**src/rtl/hbm_cmd_arbiter.sv**
```systemverilog
// Round-robin arbiter sharing one HBM pseudo-channel AXI command port between
// NUM_REQ requesters, gated by calibration and capped at MAX_OUTST in flight.
module hbm_cmd_arbiter #(
    parameter int unsigned NUM_REQ   = 4,
    parameter int unsigned ADDR_W    = 33,
    parameter int unsigned LEN_W     = 4,
    parameter int unsigned MAX_OUTST = 8
) (
    input  logic                        CLK100,
    input  logic                        RST100,
    input  logic                        hbm_cal_done,
    input  logic [NUM_REQ-1:0]          req_valid,
    output logic [NUM_REQ-1:0]          req_ready,
    input  logic [NUM_REQ-1:0]          req_write,
    input  logic [NUM_REQ*ADDR_W-1:0]   req_addr,
    input  logic [NUM_REQ*LEN_W-1:0]    req_len,
    output logic                        cmd_valid,
    input  logic                        cmd_ready,
    output logic                        cmd_write,
    output logic [ADDR_W-1:0]           cmd_addr,
    output logic [LEN_W-1:0]            cmd_len,
    output logic [2:0]                  cmd_id,
    input  logic                        cpl_valid,
    output logic [3:0]                  outst_cnt,
    output logic                        busy,
    output logic                        err_underflow
);

    localparam int unsigned ID_W  = 3;
    localparam int unsigned CNT_W = 4;

    localparam logic [1:0] S_WAIT_CAL = 2'd0;
    localparam logic [1:0] S_IDLE     = 2'd1;
    localparam logic [1:0] S_ISSUE    = 2'd2;

    logic [1:0]         state, state_nxt;
    logic [ID_W-1:0]    rr_ptr, rr_ptr_nxt;
    logic [NUM_REQ-1:0] rot;
    logic               found;
    logic [ID_W:0]      wsum;
    logic [ID_W-1:0]    winner;
    logic               sel_write;
    logic [ADDR_W-1:0]  sel_addr;
    logic [LEN_W-1:0]   sel_len;
    logic               accept;
    logic               grant_fire;

    logic               cmd_valid_nxt;
    logic               cmd_write_nxt;
    logic [ADDR_W-1:0]  cmd_addr_nxt;
    logic [LEN_W-1:0]   cmd_len_nxt;
    logic [ID_W-1:0]    cmd_id_nxt;
    logic [CNT_W-1:0]   cnt_nxt;
    logic               err_nxt;
    logic               busy_nxt;

    assign accept = cmd_valid && cmd_ready;

    // Rotate valids so bit 0 is rr_ptr, take the lowest set bit, map back.
    always_comb begin : rr_scan
        rot   = NUM_REQ'({req_valid, req_valid} >> rr_ptr);
        found = 1'b0;
        wsum  = '0;
        for (int k = 0; k < NUM_REQ; k++) begin
            if (!found && rot[k]) begin
                found = 1'b1;
                wsum  = {1'b0, rr_ptr} + (ID_W+1)'(k);
            end
        end
        if (wsum >= (ID_W+1)'(NUM_REQ)) begin
            wsum = wsum - (ID_W+1)'(NUM_REQ);
        end
        winner    = wsum[ID_W-1:0];
        sel_write = 1'b0;
        sel_addr  = '0;
        sel_len   = '0;
        for (int i = 0; i < NUM_REQ; i++) begin
            if (winner == ID_W'(i)) begin
                sel_write = req_write[i];
                sel_addr  = req_addr[i*ADDR_W +: ADDR_W];
                sel_len   = req_len[i*LEN_W +: LEN_W];
            end
        end
    end

    always_comb begin : fsm_next
        state_nxt     = state;
        rr_ptr_nxt    = rr_ptr;
        grant_fire    = 1'b0;
        cmd_valid_nxt = cmd_valid;
        cmd_write_nxt = cmd_write;
        cmd_addr_nxt  = cmd_addr;
        cmd_len_nxt   = cmd_len;
        cmd_id_nxt    = cmd_id;
        cnt_nxt       = outst_cnt;
        err_nxt       = err_underflow;
        req_ready     = '0;

        case (state)
            S_WAIT_CAL: begin
                if (hbm_cal_done) state_nxt = S_IDLE;
            end
            S_IDLE: begin
                if (!hbm_cal_done) begin
                    state_nxt = S_WAIT_CAL;
                end else if (found && (outst_cnt < CNT_W'(MAX_OUTST))) begin
                    grant_fire    = 1'b1;
                    state_nxt     = S_ISSUE;
                    cmd_valid_nxt = 1'b1;
                    cmd_write_nxt = sel_write;
                    cmd_addr_nxt  = sel_addr;
                    cmd_len_nxt   = sel_len;
                    cmd_id_nxt    = winner;
                    rr_ptr_nxt    = (winner == ID_W'(NUM_REQ - 1)) ? '0 : winner + ID_W'(1);
                end
            end
            S_ISSUE: begin
                if (accept) begin
                    cmd_valid_nxt = 1'b0;
                    state_nxt     = hbm_cal_done ? S_IDLE : S_WAIT_CAL;
                end
            end
            default: begin
                state_nxt     = S_WAIT_CAL;
                cmd_valid_nxt = 1'b0;
            end
        endcase

        for (int i = 0; i < NUM_REQ; i++) begin
            req_ready[i] = grant_fire && (winner == ID_W'(i));
        end

        // An accept and a completion in the same cycle cancel out.
        case ({accept, cpl_valid})
            2'b10: cnt_nxt = outst_cnt + CNT_W'(1);
            2'b01: begin
                if (outst_cnt == '0) err_nxt = 1'b1;
                else                 cnt_nxt = outst_cnt - CNT_W'(1);
            end
            default: ;
        endcase

        busy_nxt = (cnt_nxt != '0) || cmd_valid_nxt;
    end

    always_ff @(posedge CLK100 or posedge RST100) begin : fsm_reg
        if (RST100) state <= S_WAIT_CAL;
        else        state <= state_nxt;
    end

    always_ff @(posedge CLK100 or posedge RST100) begin : out_reg
        if (RST100) begin
            rr_ptr        <= '0;
            cmd_valid     <= 1'b0;
            cmd_write     <= 1'b0;
            cmd_addr      <= '0;
            cmd_len       <= '0;
            cmd_id        <= '0;
            outst_cnt     <= '0;
            busy          <= 1'b0;
            err_underflow <= 1'b0;
        end else begin
            rr_ptr        <= rr_ptr_nxt;
            cmd_valid     <= cmd_valid_nxt;
            cmd_write     <= cmd_write_nxt;
            cmd_addr      <= cmd_addr_nxt;
            cmd_len       <= cmd_len_nxt;
            cmd_id        <= cmd_id_nxt;
            outst_cnt     <= cnt_nxt;
            busy          <= busy_nxt;
            err_underflow <= err_nxt;
        end
    end

endmodule

```
**config.mk**
```make
export PLATFORM = sky130hd
export DESIGN_NAME = hbm_cmd_arbiter
export DESIGN_NICKNAME = d
export VERILOG_FILES = /design/src/rtl/hbm_cmd_arbiter.sv
export SDC_FILE = /design/constraint.sdc
export NUM_CORES = 1
export LEC_CHECK = 0
export BUFFER_PORTS_ARGS = -buffer_cell sky130_fd_sc_hd__buf_2
export CAP_MARGIN = 20
export CORE_ASPECT_RATIO = 0.7
export CORE_MARGIN = 2
export CORE_UTILIZATION = 46
export DETAILED_ROUTE_END_ITERATION = 10
export HOLD_SLACK_MARGIN = 0.02
export PLACE_DENSITY = 0.81
export SETUP_SLACK_MARGIN = 0.02
export SYNTH_ARGS = -nofsm -noshare
export SYNTH_HDL_FRONTEND = slang
export SYNTH_SLANG_ARGS = --single-unit
```
**constraint.sdc**
```tcl
create_clock -name CLK100 -period 4.2 [get_ports CLK100]
set_clock_uncertainty 0.15 [all_clocks]
set_input_delay 0.42 -clock CLK100 [delete_from_list [all_inputs] [get_ports CLK100]]
set_output_delay 0.42 -clock CLK100 [all_outputs]
set_load 0.03 [all_outputs]
```
Yosys cells after proc, flatten, opt, wreduce, memory -nomap -nowiden:

Cells that the tools add are included.

* shifts and indexed selects: 1
* muxes and demuxes: 37
* multiply operators: 0
* div/mod/pow operators: 0
* bitwise gates (word level): 0
* $add $sub $neg: 7
* magnitude comparators: 2
* equal/unequal tests: 10
* reduce and logical (&&, ||, !) cells: 20

Operators with widths (number)
* $mux W33: 4
* $mux W4: 8
* $mux W1: 15
* $logic_and A1 B1 Y1: 9
* $mux W3: 3
* $add A3 B2 Y4 const B: 2
* $mux W2: 4
* $pmux W4 S2: 1
* $shr A8 B3 Y4: 1
* $eq A3 B2 Y1 const B: 2
* $pmux W2 S3: 1
* $reduce_and A3 Y1: 2
* $add A3 B1 Y4 const B: 1
* $add A4 B1 Y4 const B: 1
* $eq A2 B1 Y1 const B: 2
* $eq A2 B2 Y1 const B: 2
* $ge A4 B3 Y1 const B: 1
* $logic_not A4 Y1: 1
* $lt A4 B4 Y1 const B: 1
* $ne A2 B2 Y1 const B: 2
* $reduce_bool A4 Y1: 1
* $sub A4 B1 Y4 const B: 1
* $add A3 B1 Y3 const B: 1
* $eq A3 B1 Y1 const B: 1
* other kinds (8): 10

* output and inout bits: 52
* flip-flop bits (word level): 53
* memory bits (writable): 0
* latch bits: 0
* memories kept: 0
* memory bits (read-only): 0
* input bits: 161

Depth between registers and ports, before layout:

* word-level depth: 18
* depth in mapped cells: 16
* mapped depth without buffers: 13

Worst setup path before layout:

OpenSTA, ideal clock, no wires.

* path type: register to output
* start: register rr_ptr[0]
* end: output port req_ready[1]
* arrival: 3.071 ns
* data required time: 3.630 ns
* setup slack: 0.559 ns
* path buffers: 2
* stages on the path, launching flop included: 10
* cell sequence: dfrtp_1 > mux2_2 > a211oi_2 > nor4_1 > a21o_1 > a21oi_1 > ha_1 > clkbuf_1 > clkbuf_1 > nor3b_1

* cells in the longest elaborated chain, start to end: 16
* elaborated cells on any way between the ends: 27
* classes of those cells: add/sub (4); order compare (1); eq/ne (1); shift (1); mux (12); reduce/logical (8)

Ends and longest elaborated chain
* start, declared: line 37 `logic [ID_W-1:0] rr_ptr, rr_ptr_nxt;`
* start signal, assigned: line 163 `rr_ptr <= rr_ptr_nxt;`
* branches (longest 15 deep; another with $ge A4 B3 Y1)
* $logic_and A1 B1 Y1 (*): line 130 `req_ready[i] = grant_fire && (winner == ID_W'(i));`
* end, declared: line 13 `output logic [NUM_REQ-1:0] req_ready,`

Mark *: on every way between the ends.

Worst setup path in the final report:

* start: register rr_ptr[1]
* end: output port req_ready[2]

* elaborated cells on any way between the ends: 27
* classes of those cells: add/sub (4); order compare (1); eq/ne (1); shift (1); mux (12); reduce/logical (8)

RTL lines
* $shr A8 B3 Y4: line 61 `rot = NUM_REQ'({req_valid, req_valid} >> rr_ptr);`
* $mux W1: line 65 `if (!found && rot[k]) begin`
* $logic_not A1 Y1: line 65
* $logic_and A1 B1 Y1: line 65
* $mux W1: line 65
* $logic_not A1 Y1: line 65
* $logic_and A1 B1 Y1: line 65
* $mux W1: line 65
* $logic_not A1 Y1: line 65
* $logic_and A1 B1 Y1: line 65
* $mux W4 (*): line 65
* $ge A4 B3 Y1 / $sub A3 B3 Y3 (equally long branches): line 70, 71
* $mux W3 (*): line 70 `if (wsum >= (ID_W+1)'(NUM_REQ)) begin`
* net wsum[0]: line 40 `logic [ID_W:0] wsum;`
* $eq A3 B2 Y1 (*): line 130
* $logic_and A1 B1 Y1 (*): line 130

Mark *: on every way through the listed nets, which the timed path passes. The rest lies on a longest branch.

==> impl_metrics.yaml <==
status:
  status: "complete, no violations"
synthesis:
  yosys_warnings: 0
  synth_top_cell_by_area: "dfrtp_1"
  ys.flop_type: "dfrtp_1"
  yosysTopAreaCellShare_pct: 32.77
  syn_inst: 526
  ys_seq_area_share_pct: 32.77
  synth_top_cells_by_area: "dfrtp_1 33%, o22ai_2 9.0%, nor2_1 7.5%"
  post_synth.cell_area_avg_um2: 7.695
  ys_async_sr_fraction_pct: 100.0
  ys_types: 46
  synth_seq_cells: 53
  syn_area_mm2: 0.004048
  syn_nets: 699
  synth-edff-count: 0
clock_network:
  root_buffer: "clkbuf_16"
  numClockSinks: 53
  clk_latency_ns: 0.29
  cts_made_buffers: 5
  clockBufferDepth: 2
  hold_buffers: 0
  clkTransAtPathRegs_ns: 0.07
  h-tree-depth: 2
  cts_tree: "yes"
sta:
  max_freq_ghz: 0.2637
  period_share_pct: 90.31
  tightest_slew_ns: 0.7207
  maxSlewHeadroom_pct: 51.96
  fin_crit_ns: 3.793
  final_max_slew_viol_count: 0
  final.setup.tns_ns: 0
  grt_setup_unrepaired: "no"
  finalSetupViolCount: 0
  hold_viol: 0
floorplanning:
  initial_core_util_pct: 47.55
  io_pins: 213
  die_area_mm2: 0.009577
  core_area_mm2: 0.008513
  rows: 28
  dieWidth_um: 116.1
  die_h_um: 82.48
worst_setup_path:
  required_ns: 3.63
  worstPathMaxFanout: 23
  end_kind: "output pin"
  cp.arrival_ns: 3.22
  cp-start-kind: "register"
  critPathKind: "reg2out"
place:
  numPortBuffers: 212
  routabilityCongestion: 0.9733
  dpl.hpwl_um: 9864
  dpl.cell_count: 829
drt:
  dr_total_vias: 4614
  drt_wl_total_um: 13360
  drt_pass1_iterations: 5
  antenna_left: 0
  drtIter0Drc: 289
  drc: 0
  drt-wirelength-per-cell_um: 15.97
  avgViaCountPerCell: 5.513
pwr:
  power_density_mw_per_mm2: 921.7
  leakage_nw: 2.522
  p_comb_share_pct: 71.6
  ir_drop_mv: 0.5271
  swShare_pct: 54.43
  clockPowerShare_pct: 8.4
  power_frac_seq_pct: 19.9
  power.internal_mw: 2.245
  power_switching_mw: 2.682
global_route:
  grt_pass1_wl_um: 19810
  overflow: 0
  antenna_found_initial: 0
  grt_max_degree: 54
  grt_usage_pct: 26.32
  grt_pass1_vias: 4186
layout:
  syn2layout_area_growth_pct: 32.06
  layout.cells.non_filler: 837
  fill_cells: 790
  n_antenna_cell: 0
  final_util_pct: 62.79
  drive_gt1_share_pct: 39.19
  nets: 889
  multi_input_area_mm2: 0.002480
  seq_area_mm2: 0.001328
flow_run:
  maxCapViolations: 0
min_path:
  hp-class: "in2async"
## synth_stat cells (5+ instances only)
library cell	number
nor3b_1	5
dfrtp_1	53
o21ai_0	48
nor2_1	81
o22ai_1	12
buf_6	5
inv_1	14
mux2i_1	8
buf_2	7
clkbuf_1	23
a21oi_1	47
ha_1	12
nor3_1	39
nand2_1	80
o22ai_2	29
## worst max-delay path: stages, from the launching register on
cell and delay [ns]:
dfrtp_1 0.74, mux2i_1 0.44, mux2i_1 0.22, a21oi_1 0.19, xnor2_1 0.18, nor2_1 0.11
inv_1 0.10, ha_2 0.48, nor3b_1 0.23, buf_2 0.23
## power by group through the flow
| stage | clock (mW) | combinational, mW | sequential, mW |
|---|---|---|---|
| 2_1_floorplan | 0 | 2.20 | 1.35 |
| 3_3_place_gp | 0 | 3.41 | 0.965 |
| 3_5_place_dp | 0 | 3.54 | 0.977 |
| 4_1_cts | 0.422 | 3.53 | 0.972 |
| 5_1_grt | 0.447 | 3.88 | 1.01 |
| 6_report | 0.415 | 3.53 | 0.982 |
## sequential cells by signal (all words and copies together), names as in the netlist
name / cells
rr_ptr: 3
cmd_write: 1
err_underflow: 1
cmd_id: 3
busy: 1
cmd_len: 4
cmd_valid: 1
outst_cnt: 4
state: 2
cmd_addr: 33
## per-layer routing
layer | wire length (um) | track usage, %
met5 | 0 | 0
met4 | 184 | 6.310
met3 | 1002 | 5.036
met2 | 6452 | 45.96
met1 | 5723 | 34.13
## cells by family (layout without fill, tap and decap cells)
| kind of cell | count (synthesis) | after routing | synth area share, % |
|---|---|---|---|
| muxes | 13 | 13 | 3.926 |
| buffers and inverters | 56 | 247 | 6.615 |
| DFF | 53 | 53 | 32.77 |
| xor gates and xnor gates | 1 | 1 | 0.2164 |
| and+or+nand+nor | 231 | 231 | 25.19 |
| adders and majority gates | 12 | 12 | 3.709 |
| AOI/OAI and AO/OA | 160 | 160 | 27.57 |
## per-stage QoR
stage / hold WS, ns / power, mW / cell area [um2] / setup WS (ns)
after CTS: 0.1930 / 4.928 / 5344 / 0.1874
final: 0.1630 / 4.927 / 5345 / 0.4071
after detailed placement: 0.3019 / 4.514 / 5201 / 0.3903
after floorplan: 0.3244 / 3.555 / 4048 / 0.5587
after global routing: 0.2180 / 5.338 / 5345 / 0.1949
after global placement: 0.3069 / 4.378 / 5201 / 0.5611
## timing repair
action	CTS	global route
endpoints found under the setup margin	0	2
resized for setup	0	1
setup buffers	0	0
## placed cells by master (no fill, tap or decap), types with 2 or more instances in the layout
master     instances
buf_4              9
or2_2              3
inv_1             13
nand3b_1           2
a21oi_1           47
or3_1              3
nand2_1           80
dfrtp_1           52
clkbuf_16          5
mux4_2             2
a221o_1            2
o22ai_2           29
nand3_1            2
nor3_1            39
buf_2            212
nand4_1            2
nor3b_1            5
buf_12             3
mux2_2             3
nor2_1            81
o21a_1             3
clkinv_2           2
o21ai_0           48
ha_2               2
inv_2              2
a22oi_1            3
nand2b_1           3
a21o_1             2
mux2i_1            8
a31oi_1            4
nor2b_1            4
ha_1              10
o22ai_1           12
o31ai_1            3
## final timing paths
kind                          startpoint  slack, ns  depth (start not counted)             to
min in group CLK100         hbm_cal_done       0.21                          2       state[0]
max                            rr_ptr[1]       0.41                          9   req_ready[2]
max in group asynchronous         RST100       3.22                          3      rr_ptr[0]
max reg2reg                    rr_ptr[1]       0.56                         10   cmd_addr[11]
min                               RST100       0.16                          3   outst_cnt[1]
min reg2reg                err_underflow       0.33                          1  err_underflow
## final cells by class
type | count | area share [%]
Clock buffer | 5 | 2.341
Inverter | 15 | 1.053
Timing Repair Buffer | 224 | 22.24
Sequential cell | 53 | 24.84
Multi-Input combinational cell | 417 | 46.40
Clock inverter | 3 | 0.3277
Tap cell | 120 | 2.809
No activity file was read; power rests on OpenSTA's default activity.
